## src/rtl/modport_slave_pkg.sv

```systemverilog
// axi_lite_pkg: AXI4-Lite response codes, bus widths and the slave write-channel state type
package axi_lite_pkg;
  localparam int AXI_DATA_WIDTH = 32;
  localparam int AXI_STRB_WIDTH = 4;
  typedef logic [1:0] resp_t;
  localparam resp_t OKAY   = 2'b00;
  localparam resp_t EXOKAY = 2'b01;
  localparam resp_t SLVERR = 2'b10;
  localparam resp_t DECERR = 2'b11;
  typedef enum logic [2:0] {WR_IDLE, WR_AW, WR_W, WR_BOTH, WR_RESP} wr_state_t;
endpackage

```

## src/rtl/modport_slave_if.sv

```systemverilog
// modport_slave_if: AXI4-Lite bus bundle with master and slave views
interface modport_slave_if #(parameter int ADDR_WIDTH = 32);
  import axi_lite_pkg::*;
  logic [ADDR_WIDTH-1:0]     awaddr;
  logic [2:0]                awprot;
  logic                      awvalid;
  logic                      awready;
  logic [AXI_DATA_WIDTH-1:0] wdata;
  logic [AXI_STRB_WIDTH-1:0] wstrb;
  logic                      wvalid;
  logic                      wready;
  resp_t                     bresp;
  logic                      bvalid;
  logic                      bready;
  logic [ADDR_WIDTH-1:0]     araddr;
  logic [2:0]                arprot;
  logic                      arvalid;
  logic                      arready;
  logic [AXI_DATA_WIDTH-1:0] rdata;
  resp_t                     rresp;
  logic                      rvalid;
  logic                      rready;
  modport master (
    output awaddr, awprot, awvalid, wdata, wstrb, wvalid, bready, araddr, arprot, arvalid, rready,
    input  awready, wready, bresp, bvalid, arready, rdata, rresp, rvalid
  );
  modport slave (
    input  awaddr, awprot, awvalid, wdata, wstrb, wvalid, bready, araddr, arprot, arvalid, rready,
    output awready, wready, bresp, bvalid, arready, rdata, rresp, rvalid
  );
endinterface

```

## src/rtl/modport_slave_regfile.sv

```systemverilog
// modport_slave_regfile: NUM_REGS x 32-bit registers with a byte-strobed write port, one async read port and a flat view
module modport_slave_regfile
  import axi_lite_pkg::*;
#(
  parameter int          NUM_REGS    = 16,
  parameter logic [31:0] RESET_VALUE = 32'h0
) (
  input  logic                                   clk,
  input  logic                                   rst,
  input  logic                                   i_we,
  input  logic [$clog2(NUM_REGS)-1:0]            i_widx,
  input  logic [AXI_DATA_WIDTH-1:0]              i_wdata,
  input  logic [AXI_STRB_WIDTH-1:0]              i_wstrb,
  input  logic [$clog2(NUM_REGS)-1:0]            i_ridx,
  output logic [AXI_DATA_WIDTH-1:0]              o_rdata,
  output logic [NUM_REGS*AXI_DATA_WIDTH-1:0]     o_reg_out
);
  logic [AXI_DATA_WIDTH-1:0] r_regs [NUM_REGS];
  // byte-enabled register update
  always_ff @(posedge clk) begin
    if (rst) begin
      for (int i = 0; i < NUM_REGS; i++) r_regs[i] <= RESET_VALUE;
    end else if (i_we) begin
      for (int b = 0; b < AXI_STRB_WIDTH; b++)
        if (i_wstrb[b]) r_regs[i_widx][8*b +: 8] <= i_wdata[8*b +: 8];
    end
  end
  assign o_rdata = r_regs[i_ridx];
  for (genvar k = 0; k < NUM_REGS; k++) begin : g_flat
    assign o_reg_out[AXI_DATA_WIDTH*k +: AXI_DATA_WIDTH] = r_regs[k];
  end
endmodule

```

## src/rtl/modport_slave.sv

```systemverilog
// modport_slave: AXI4-Lite slave register bank exposing every register on a flat output bus
module modport_slave
  import axi_lite_pkg::*;
#(
  parameter int          ADDR_WIDTH  = 32,
  parameter int          NUM_REGS    = 16,
  parameter logic [31:0] RESET_VALUE = 32'h0
) (
  input  logic                               aclk,
  input  logic                               areset,
  modport_slave_if.slave                     s_axi,
  output logic [NUM_REGS*AXI_DATA_WIDTH-1:0] reg_out
);
  localparam int IW = $clog2(NUM_REGS);
  localparam logic [ADDR_WIDTH-1:0] SPAN = ADDR_WIDTH'(NUM_REGS*4);
  wr_state_t                 r_state, w_next;
  logic [ADDR_WIDTH-1:0]     r_awaddr;
  logic [AXI_DATA_WIDTH-1:0] r_wdata, r_rdata, w_rd_reg;
  logic [AXI_STRB_WIDTH-1:0] r_wstrb;
  resp_t                     r_bresp, r_rresp;
  logic                      r_rvalid;
  logic                      w_awready, w_wready, w_bvalid, w_commit;
  logic                      w_aw_hs, w_w_hs, w_ar_hs, w_aw_ok, w_ar_ok;
  logic                      w_unused;
  assign w_aw_hs  = s_axi.awvalid && w_awready;
  assign w_w_hs   = s_axi.wvalid && w_wready;
  assign w_ar_hs  = s_axi.arvalid && !r_rvalid;
  assign w_aw_ok  = r_awaddr < SPAN;
  assign w_ar_ok  = s_axi.araddr < SPAN;
  assign w_unused = ^{s_axi.awprot, s_axi.arprot};
  // write-channel state register
  always_ff @(posedge aclk) begin
    if (areset) r_state <= WR_IDLE;
    else r_state <= w_next;
  end
  // write-channel next state: collect AW and W in either order, commit, then wait for bready
  always_comb begin
    w_next = r_state;
    case (r_state)
      WR_IDLE: w_next = (w_aw_hs && w_w_hs) ? WR_BOTH : w_aw_hs ? WR_AW : w_w_hs ? WR_W : WR_IDLE;
      WR_AW:   w_next = w_w_hs ? WR_BOTH : WR_AW;
      WR_W:    w_next = w_aw_hs ? WR_BOTH : WR_W;
      WR_BOTH: w_next = WR_RESP;
      WR_RESP: w_next = s_axi.bready ? WR_IDLE : WR_RESP;
      default: w_next = WR_IDLE;
    endcase
  end
  // write-channel outputs decoded from state only, so ready never depends on valid
  always_comb begin
    w_awready = (r_state == WR_IDLE) || (r_state == WR_W);
    w_wready  = (r_state == WR_IDLE) || (r_state == WR_AW);
    w_bvalid  = r_state == WR_RESP;
    w_commit  = r_state == WR_BOTH;
  end
  // capture address/data on their handshakes and the response at commit
  always_ff @(posedge aclk) begin
    if (areset) begin
      r_awaddr <= '0;
      r_wdata  <= '0;
      r_wstrb  <= '0;
      r_bresp  <= OKAY;
    end else begin
      if (w_aw_hs) r_awaddr <= s_axi.awaddr;
      if (w_w_hs) begin
        r_wdata <= s_axi.wdata;
        r_wstrb <= s_axi.wstrb;
      end
      if (w_commit) r_bresp <= w_aw_ok ? OKAY : SLVERR;
    end
  end
  // read channel: register the response at the AR handshake, hold it until rready
  always_ff @(posedge aclk) begin
    if (areset) begin
      r_rvalid <= 1'b0;
      r_rdata  <= '0;
      r_rresp  <= OKAY;
    end else if (w_ar_hs) begin
      r_rvalid <= 1'b1;
      r_rdata  <= w_ar_ok ? w_rd_reg : '0;
      r_rresp  <= w_ar_ok ? OKAY : SLVERR;
    end else if (s_axi.rready) begin
      r_rvalid <= 1'b0;
    end
  end
  assign s_axi.awready = w_awready;
  assign s_axi.wready  = w_wready;
  assign s_axi.bvalid  = w_bvalid;
  assign s_axi.bresp   = r_bresp;
  assign s_axi.arready = !r_rvalid;
  assign s_axi.rvalid  = r_rvalid;
  assign s_axi.rdata   = r_rdata;
  assign s_axi.rresp   = r_rresp;
  modport_slave_regfile #(
    .NUM_REGS    (NUM_REGS),
    .RESET_VALUE (RESET_VALUE)
  ) u_regfile (
    .clk       (aclk),
    .rst       (areset),
    .i_we      (w_commit && w_aw_ok),
    .i_widx    (r_awaddr[2 +: IW]),
    .i_wdata   (r_wdata),
    .i_wstrb   (r_wstrb),
    .i_ridx    (s_axi.araddr[2 +: IW]),
    .o_rdata   (w_rd_reg),
    .o_reg_out (reg_out)
  );
endmodule

```

## src/flat_wrapper.sv

```systemverilog
// flat-port wrapper written by rule: the top's interface ports become plain ports
module modport_slave_flat import axi_lite_pkg::*;
#(
  parameter int          ADDR_WIDTH  = 32,
  parameter int          NUM_REGS    = 16,
  parameter logic [31:0] RESET_VALUE = 32'h0
)
  (aclk, areset, reg_out, s_axi_awaddr, s_axi_awprot, s_axi_awvalid, s_axi_wdata, s_axi_wstrb, s_axi_wvalid, s_axi_bready, s_axi_araddr, s_axi_arprot, s_axi_arvalid, s_axi_rready, s_axi_awready, s_axi_wready, s_axi_bresp, s_axi_bvalid, s_axi_arready, s_axi_rdata, s_axi_rresp, s_axi_rvalid);
  modport_slave_if #(.ADDR_WIDTH(ADDR_WIDTH)) s_axi_i ();
  input  logic aclk;
  input  logic areset;
  output logic [NUM_REGS*AXI_DATA_WIDTH-1:0] reg_out;
  input wire logic [$bits(s_axi_i.awaddr)-1:0] s_axi_awaddr;
  input wire logic [$bits(s_axi_i.awprot)-1:0] s_axi_awprot;
  input wire logic [$bits(s_axi_i.awvalid)-1:0] s_axi_awvalid;
  input wire logic [$bits(s_axi_i.wdata)-1:0] s_axi_wdata;
  input wire logic [$bits(s_axi_i.wstrb)-1:0] s_axi_wstrb;
  input wire logic [$bits(s_axi_i.wvalid)-1:0] s_axi_wvalid;
  input wire logic [$bits(s_axi_i.bready)-1:0] s_axi_bready;
  input wire logic [$bits(s_axi_i.araddr)-1:0] s_axi_araddr;
  input wire logic [$bits(s_axi_i.arprot)-1:0] s_axi_arprot;
  input wire logic [$bits(s_axi_i.arvalid)-1:0] s_axi_arvalid;
  input wire logic [$bits(s_axi_i.rready)-1:0] s_axi_rready;
  output wire logic [$bits(s_axi_i.awready)-1:0] s_axi_awready;
  output wire logic [$bits(s_axi_i.wready)-1:0] s_axi_wready;
  output wire logic [$bits(s_axi_i.bresp)-1:0] s_axi_bresp;
  output wire logic [$bits(s_axi_i.bvalid)-1:0] s_axi_bvalid;
  output wire logic [$bits(s_axi_i.arready)-1:0] s_axi_arready;
  output wire logic [$bits(s_axi_i.rdata)-1:0] s_axi_rdata;
  output wire logic [$bits(s_axi_i.rresp)-1:0] s_axi_rresp;
  output wire logic [$bits(s_axi_i.rvalid)-1:0] s_axi_rvalid;
  assign s_axi_i.awaddr = s_axi_awaddr;
  assign s_axi_i.awprot = s_axi_awprot;
  assign s_axi_i.awvalid = s_axi_awvalid;
  assign s_axi_i.wdata = s_axi_wdata;
  assign s_axi_i.wstrb = s_axi_wstrb;
  assign s_axi_i.wvalid = s_axi_wvalid;
  assign s_axi_i.bready = s_axi_bready;
  assign s_axi_i.araddr = s_axi_araddr;
  assign s_axi_i.arprot = s_axi_arprot;
  assign s_axi_i.arvalid = s_axi_arvalid;
  assign s_axi_i.rready = s_axi_rready;
  assign s_axi_awready = s_axi_i.awready;
  assign s_axi_wready = s_axi_i.wready;
  assign s_axi_bresp = s_axi_i.bresp;
  assign s_axi_bvalid = s_axi_i.bvalid;
  assign s_axi_arready = s_axi_i.arready;
  assign s_axi_rdata = s_axi_i.rdata;
  assign s_axi_rresp = s_axi_i.rresp;
  assign s_axi_rvalid = s_axi_i.rvalid;
  modport_slave #(.ADDR_WIDTH(ADDR_WIDTH), .NUM_REGS(NUM_REGS), .RESET_VALUE(RESET_VALUE)) u_core (.aclk(aclk), .areset(areset), .s_axi(s_axi_i), .reg_out(reg_out));
endmodule
```

## config.mk

```make
export PLATFORM = sky130hd
export DESIGN_NAME = modport_slave_flat
export DESIGN_NICKNAME = d
export VERILOG_FILES = /design/src/rtl/modport_slave_pkg.sv /design/src/rtl/modport_slave_if.sv /design/src/rtl/modport_slave_regfile.sv /design/src/rtl/modport_slave.sv /design/src/flat_wrapper.sv
export SDC_FILE = /design/constraint.sdc
export NUM_CORES = 1
export LEC_CHECK = 0
export CELL_PAD_IN_SITES_DETAIL_PLACEMENT = 1
export CELL_PAD_IN_SITES_GLOBAL_PLACEMENT = 1
export CORE_MARGIN = 8
export CORE_UTILIZATION = 30
export DETAILED_ROUTE_END_ITERATION = 8
export PLACE_DENSITY = 0.71
export SYNTH_ARGS = -nofsm -noshare
export SYNTH_HDL_FRONTEND = slang
export SYNTH_SLANG_ARGS = --single-unit
```

## constraint.sdc

```tcl
create_clock -name aclk -period 2.1 [get_ports aclk]
set_input_delay 0.21 -clock aclk [delete_from_list [all_inputs] [get_ports aclk]]
set_output_delay 0.21 -clock aclk [all_outputs]
set_load 0.02 [all_outputs]
```

# Yosys cells after proc, flatten, opt, wreduce, memory -nomap -nowiden
# Memory sizes are Yosys's and may differ from the RTL's.
# Cells that the tools add are included.
# classes
n_eq_ne,4
magnitude_cmp,2
reduce_logical,11
mux,33
# op_table
operator,n
"32-bit by 7-bit < comparator with 1-bit output, second input constant",2
32-bit two-way mux,2
32-bit OR reduction,1
1-bit two-way mux,21
3-bit case mux with 5 select lines,1
3-bit two-way mux,3
2-bit two-way mux,4
4-bit two-way mux,2
"3-bit by 2-bit equality test with 1-bit output, second input constant",2
1-bit logical AND,5
"3-bit by 1-bit equality test with 1-bit output, second input constant",1
"3-bit equality test, second input constant",1
3-bit zero test,1
1-bit logical OR,2
2-bit nonzero test,1
1-bit zero test,1
# word_totals
mem_bits_rw,512
reg_bits,108
mem_count,1
word_cells,59
output_inout_bits,553
# memory_table
name,depth,width,read_ports,rd_clocked_by_memory_dff,wr,line,rtl
u_core.u_regfile.r_regs,16,32,17,0,16,modport_slave_regfile.sv:18,logic [AXI_DATA_WIDTH-1:0] r_regs [NUM_REGS];

# Depth between registers and ports, before layout
# logic_depth
depth_word,7
depth_mapped,7
ltp_nobuf,4

# Modules after synthesis
# Synthesis repeated with hierarchy kept, for this count alone.
# hier_totals
hier_cells,2011
area_unflattened_um2,26511.7
# by_module_without_submodules
mod,area_per_inst_um2,n_inst,seq_area_each_um2,cells_each
modport_slave_regfile,22301.4,1,15374.7,1526
modport_slave,4210.3,1,2082.0,485

# Worst setup path after synthesis
# OpenSTA, ideal clock, no wires.
# synth_path
path_type,register -> register
from,register u_core.r_state[1]
to,"memory u_core.u_regfile.r_regs[10][10], enable pin"
path_stages_with_launch,8
slack_ns,0.155
path_buffers,3
setup_time_ns,0.330
arrival_ns,1.615
t_required_ns,1.770
path_cell_list,dfxtp_1 > and3b_1 > and4_1 > clkbuf_2 > and2_1 > buf_2 > buf_2 > a41o_1
# synth_rtl
item,line,rtl
"start, declared",modport_slave.sv:16,"wr_state_t r_state, w_next;"
"start signal, assigned",modport_slave.sv:34,else r_state <= w_next;
"end, declared",modport_slave_regfile.sv:18,

==> flow_summary.ini <==
[final_layout]
layout-drive-gt1-share = 0.152
final_nets = 3122
final_cell_area_sq_um = 39500
area_growth_pct = 45.4
fill_cells = 9440

[critical_path]
crit_type = flip-flop to flip-flop
crit_fanout = 17
end_kind = flip-flop
rr_worst_depth = 8
arrival_ns = 2.52
cp.required_ns = 2.57
startpoint_type = flip-flop

[sta]
max_slew_margin = 0.408
skew_ns = 0.0238
fin_crit_ns = 2.05
drv_slew = 0
fin_hold_ws_ns = 0.150
tightest_slew_ns = 0.886
setup_viol = 0
fin_crit_sh = 0.975
hold_viol = 0
fmax_mhz = 489
rsz0062_at_grt = true

[power_and_ir_drop]
swShare = 0.254
power_frac_comb = 0.124
internal_power_mw = 22.7
clkPwrFrac = 0.416
power.density_nw_per_um2 = 771
p_seq_frac = 0.460
ir_worst_vdd_mv = 0.462
power.leakage_nw = 14.2
power_switching_mw = 7.75

[detailed_routing]
ant_nets = 0
drt-initial-drc-count = 1881
avgViaCountPerCell = 5.25
drc = 0
dr.pass1.iters = 5
wl_per_cell_um = 30.1
vias = 22300
wl_um = 128000

[place]
placed_cell_area_sq_um = 37000
io_buffers = 653
dp.final_hpwl_um = 101000
gp_congestion = 0.909

[synth]
synth_area_leaders = edfxtp_1 57%, mux2i_1 8.3%, dfxtp_1 7.7%
synth-seq-cells = 616
yosysSeqAreaShare = 0.643
synthCells = 2251
netlist_area_sq_um = 27200
yosysTopAreaCell = edfxtp_1
yosysWarnings = 0
ys_types = 41
syn_area_per_cell_sq_um = 12.1
synthDominantCellAreaShare = 0.566

[floorplanning]
initial_core_util = 0.302
num_rows = 110
dieArea_sq_um = 100000
die_y_um = 317
io_pins = 666
coreArea_sq_um = 89900
die_w_um = 317

[clock_network]
tritoncts = yes
clk_pin_slew_ns = 0.06
cts_sinks = 616
clock_latency_ns = 0.63
numCtsBuffers = 70
h-tree-depth = 3
ctsRootBufferMaster = clkbuf_16
cts.path.max_buffers = 3

[worst_hold_path]
hold_path.class = input port to flip-flop
whs_path_depth = 3

[global_routing]
grt_overflow = 0
antenna_found_initial = 7
grt_pass1_wl_um = 175000
first_global_vias = 23500
grt_max_degree = 44
grt.total_usage = 0.243

[status]
outcome = finished, final reports clean

[flow_run]
maxCapViolCount = 0
==> kinds of logic after synthesis <==
group	after synthesis	synth area share
AND/OR/NAND/NOR	802	0.120
flip-flops	616	0.643
AO/OA/AOI/OAI	357	0.104
multiplexers	257	0.0962
buffers and inverters	218	0.0363
other	1	0.000138
==> per-stage QoR <==
| step | utilization | worst slack (ns) | cells | total power [mW] | setup TNS (ns) |
|---|---|---|---|---|---|
| 2_1_floorplan | - | 0.155 | 2252 | 15.8 | 0 |
| 3_3_place_gp | 0.412 | -0.398 | 4107 | 18.0 | -34.67 |
| 3_5_place_dp | 0.412 | -0.357 | 4107 | 18.0 | -37.26 |
| 4_1_cts | 0.438 | 0.00271 | 4238 | 30.7 | 0 |
| 5_1_grt | 0.439 | -0.0353 | 4244 | 31.3 | -0.461 |
| 6_report | 0.440 | 0.0531 | 4247 | 30.5 | 0 |
==> per-layer routing <==
metal	global-route usage	vias up	share of wire
li1	-	9722	-
met5	0	-	0.00043
met1	0.299	11500	0.40
met2	0.415	901	0.49
met3	0.0613	199	0.079
met4	0.0793	8	0.034
==> worst paths after layout <==
check                                   start                                            to  slack (ns)
min reg2reg    u_core.r_wdata[9]$_SDFFE_PP0P_                u_core.r_wdata[9]$_SDFFE_PP0P_        0.46
min                           s_axi_wdata[10]               u_core.r_wdata[10]$_SDFFE_PP0P_        0.15
max reg2reg  u_core.r_awaddr[31]$_SDFFE_PP0P_  u_core.u_regfile.r_regs[15][0]$_SDFFCE_PN0P_        0.05
max          u_core.r_awaddr[31]$_SDFFE_PP0P_  u_core.u_regfile.r_regs[15][0]$_SDFFCE_PN0P_        0.05
==> cell usage in the layout (no fill, tap or decap), types with 32 or more instances in the layout <==
cell | synthesis | routed
a221oi_1 | 66 | 66
nor2_1 | 526 | 524
mux2i_1 | 225 | 225
edfxtp_1 | 512 | 512
dfxtp_1 | 104 | 102
nand2_1 | 200 | 200
a21oi_1 | 68 | 68
buf_12 | 0 | 81
buf_4 | 10 | 163
o21a_1 | 32 | 32
mux2_2 | 32 | 32
a21o_1 | 32 | 32
clkbuf_16 | 0 | 71
a22oi_1 | 64 | 64
o22ai_1 | 32 | 32
clkdlybuf4s50_1 | 0 | 644
==> state kept, by name (all words and copies together) (netlist names) <==
name / flops
u_core.r_awaddr: 30
u_core.r_state: 3
u_core.r_wdata: 32
u_core.r_wstrb: 4
u_core.s_axi.bresp: 1
u_core.s_axi.rdata: 32
u_core.s_axi.rresp: 1
u_core.s_axi.rvalid: 1
u_core.u_regfile.r_regs: 512
==> area by class of cell <==
type	count	area (sq um)	share of cell area
multi-input combinational	1418	8800	0.223
antenna	4	10.0	0.000253
clock buffer	98	1920	0.0485
inverter	3	11.3	0.000285
clock inverter	32	414	0.0105
timing repair buffer	900	9420	0.239
sequential	616	17500	0.442
tap	1176	1470	0.0372
==> worst max-delay path, stage by stage, from the launching register on <==
cell       delay, ns
dfxtp_1         0.32
nor4_2          0.29
and4_4          0.32
buf_12          0.16
buf_4           0.19
nand4_1         0.10
buf_4           0.21
clkbuf_16       0.19
nor2_1          0.11
==> timing repair <==
item / in CTS / in global routing
hold buffers: 1 / 0
endpoints found under the setup margin: 575 / 418
gates resized for setup: 13 / 14
pin swaps: 1 / 7
buffers inserted: 0 / 3
cloned: 0 / 2
hold endpoints to repair: 10 / 0
==> power by group through the flow <==
stage | registers [mW] | clock network, mW | logic (mW)
after floorplan | 14.5 | 0 | 1.23
after global placement | 14.2 | 0 | 3.72
after detailed placement | 14.3 | 0 | 3.77
after CTS | 14.0 | 12.9 | 3.79
after global routing | 14.0 | 13.3 | 3.95
final | 14.0 | 12.7 | 3.78
==> synth_stat cells <==
master         count
nand2_1          200
dlygate4sd1_1      1
buf_2             73
nor2b_1           10
o21a_1            32
and3b_1            1
conb_1             1
mux2i_1          225
or3_1              1
clkbuf_1         117
mux2_2            32
nand4_1            5
nor2_1           526
nor3_1             6
and2b_2            1
a221oi_2          30
dfxtp_1          104
and3_1             8
a21oi_1           68
nand3_1            5
nor2_2             1
a31o_2            16
o22ai_1           32
clkbuf_2           2
buf_6              4
and2_1             6
buf_1              8
nor3b_1            1
a41o_1            16
a221oi_1          66
nand4_2            8
a211oi_1           1
nor4b_2            1
nand2b_1           3
a21o_1            32
a22oi_1           64
buf_4             10
nor4_1            13
edfxtp_1         512
and4_1             6
inv_1              3
Note: power is estimated with default switching activity, not from simulation.
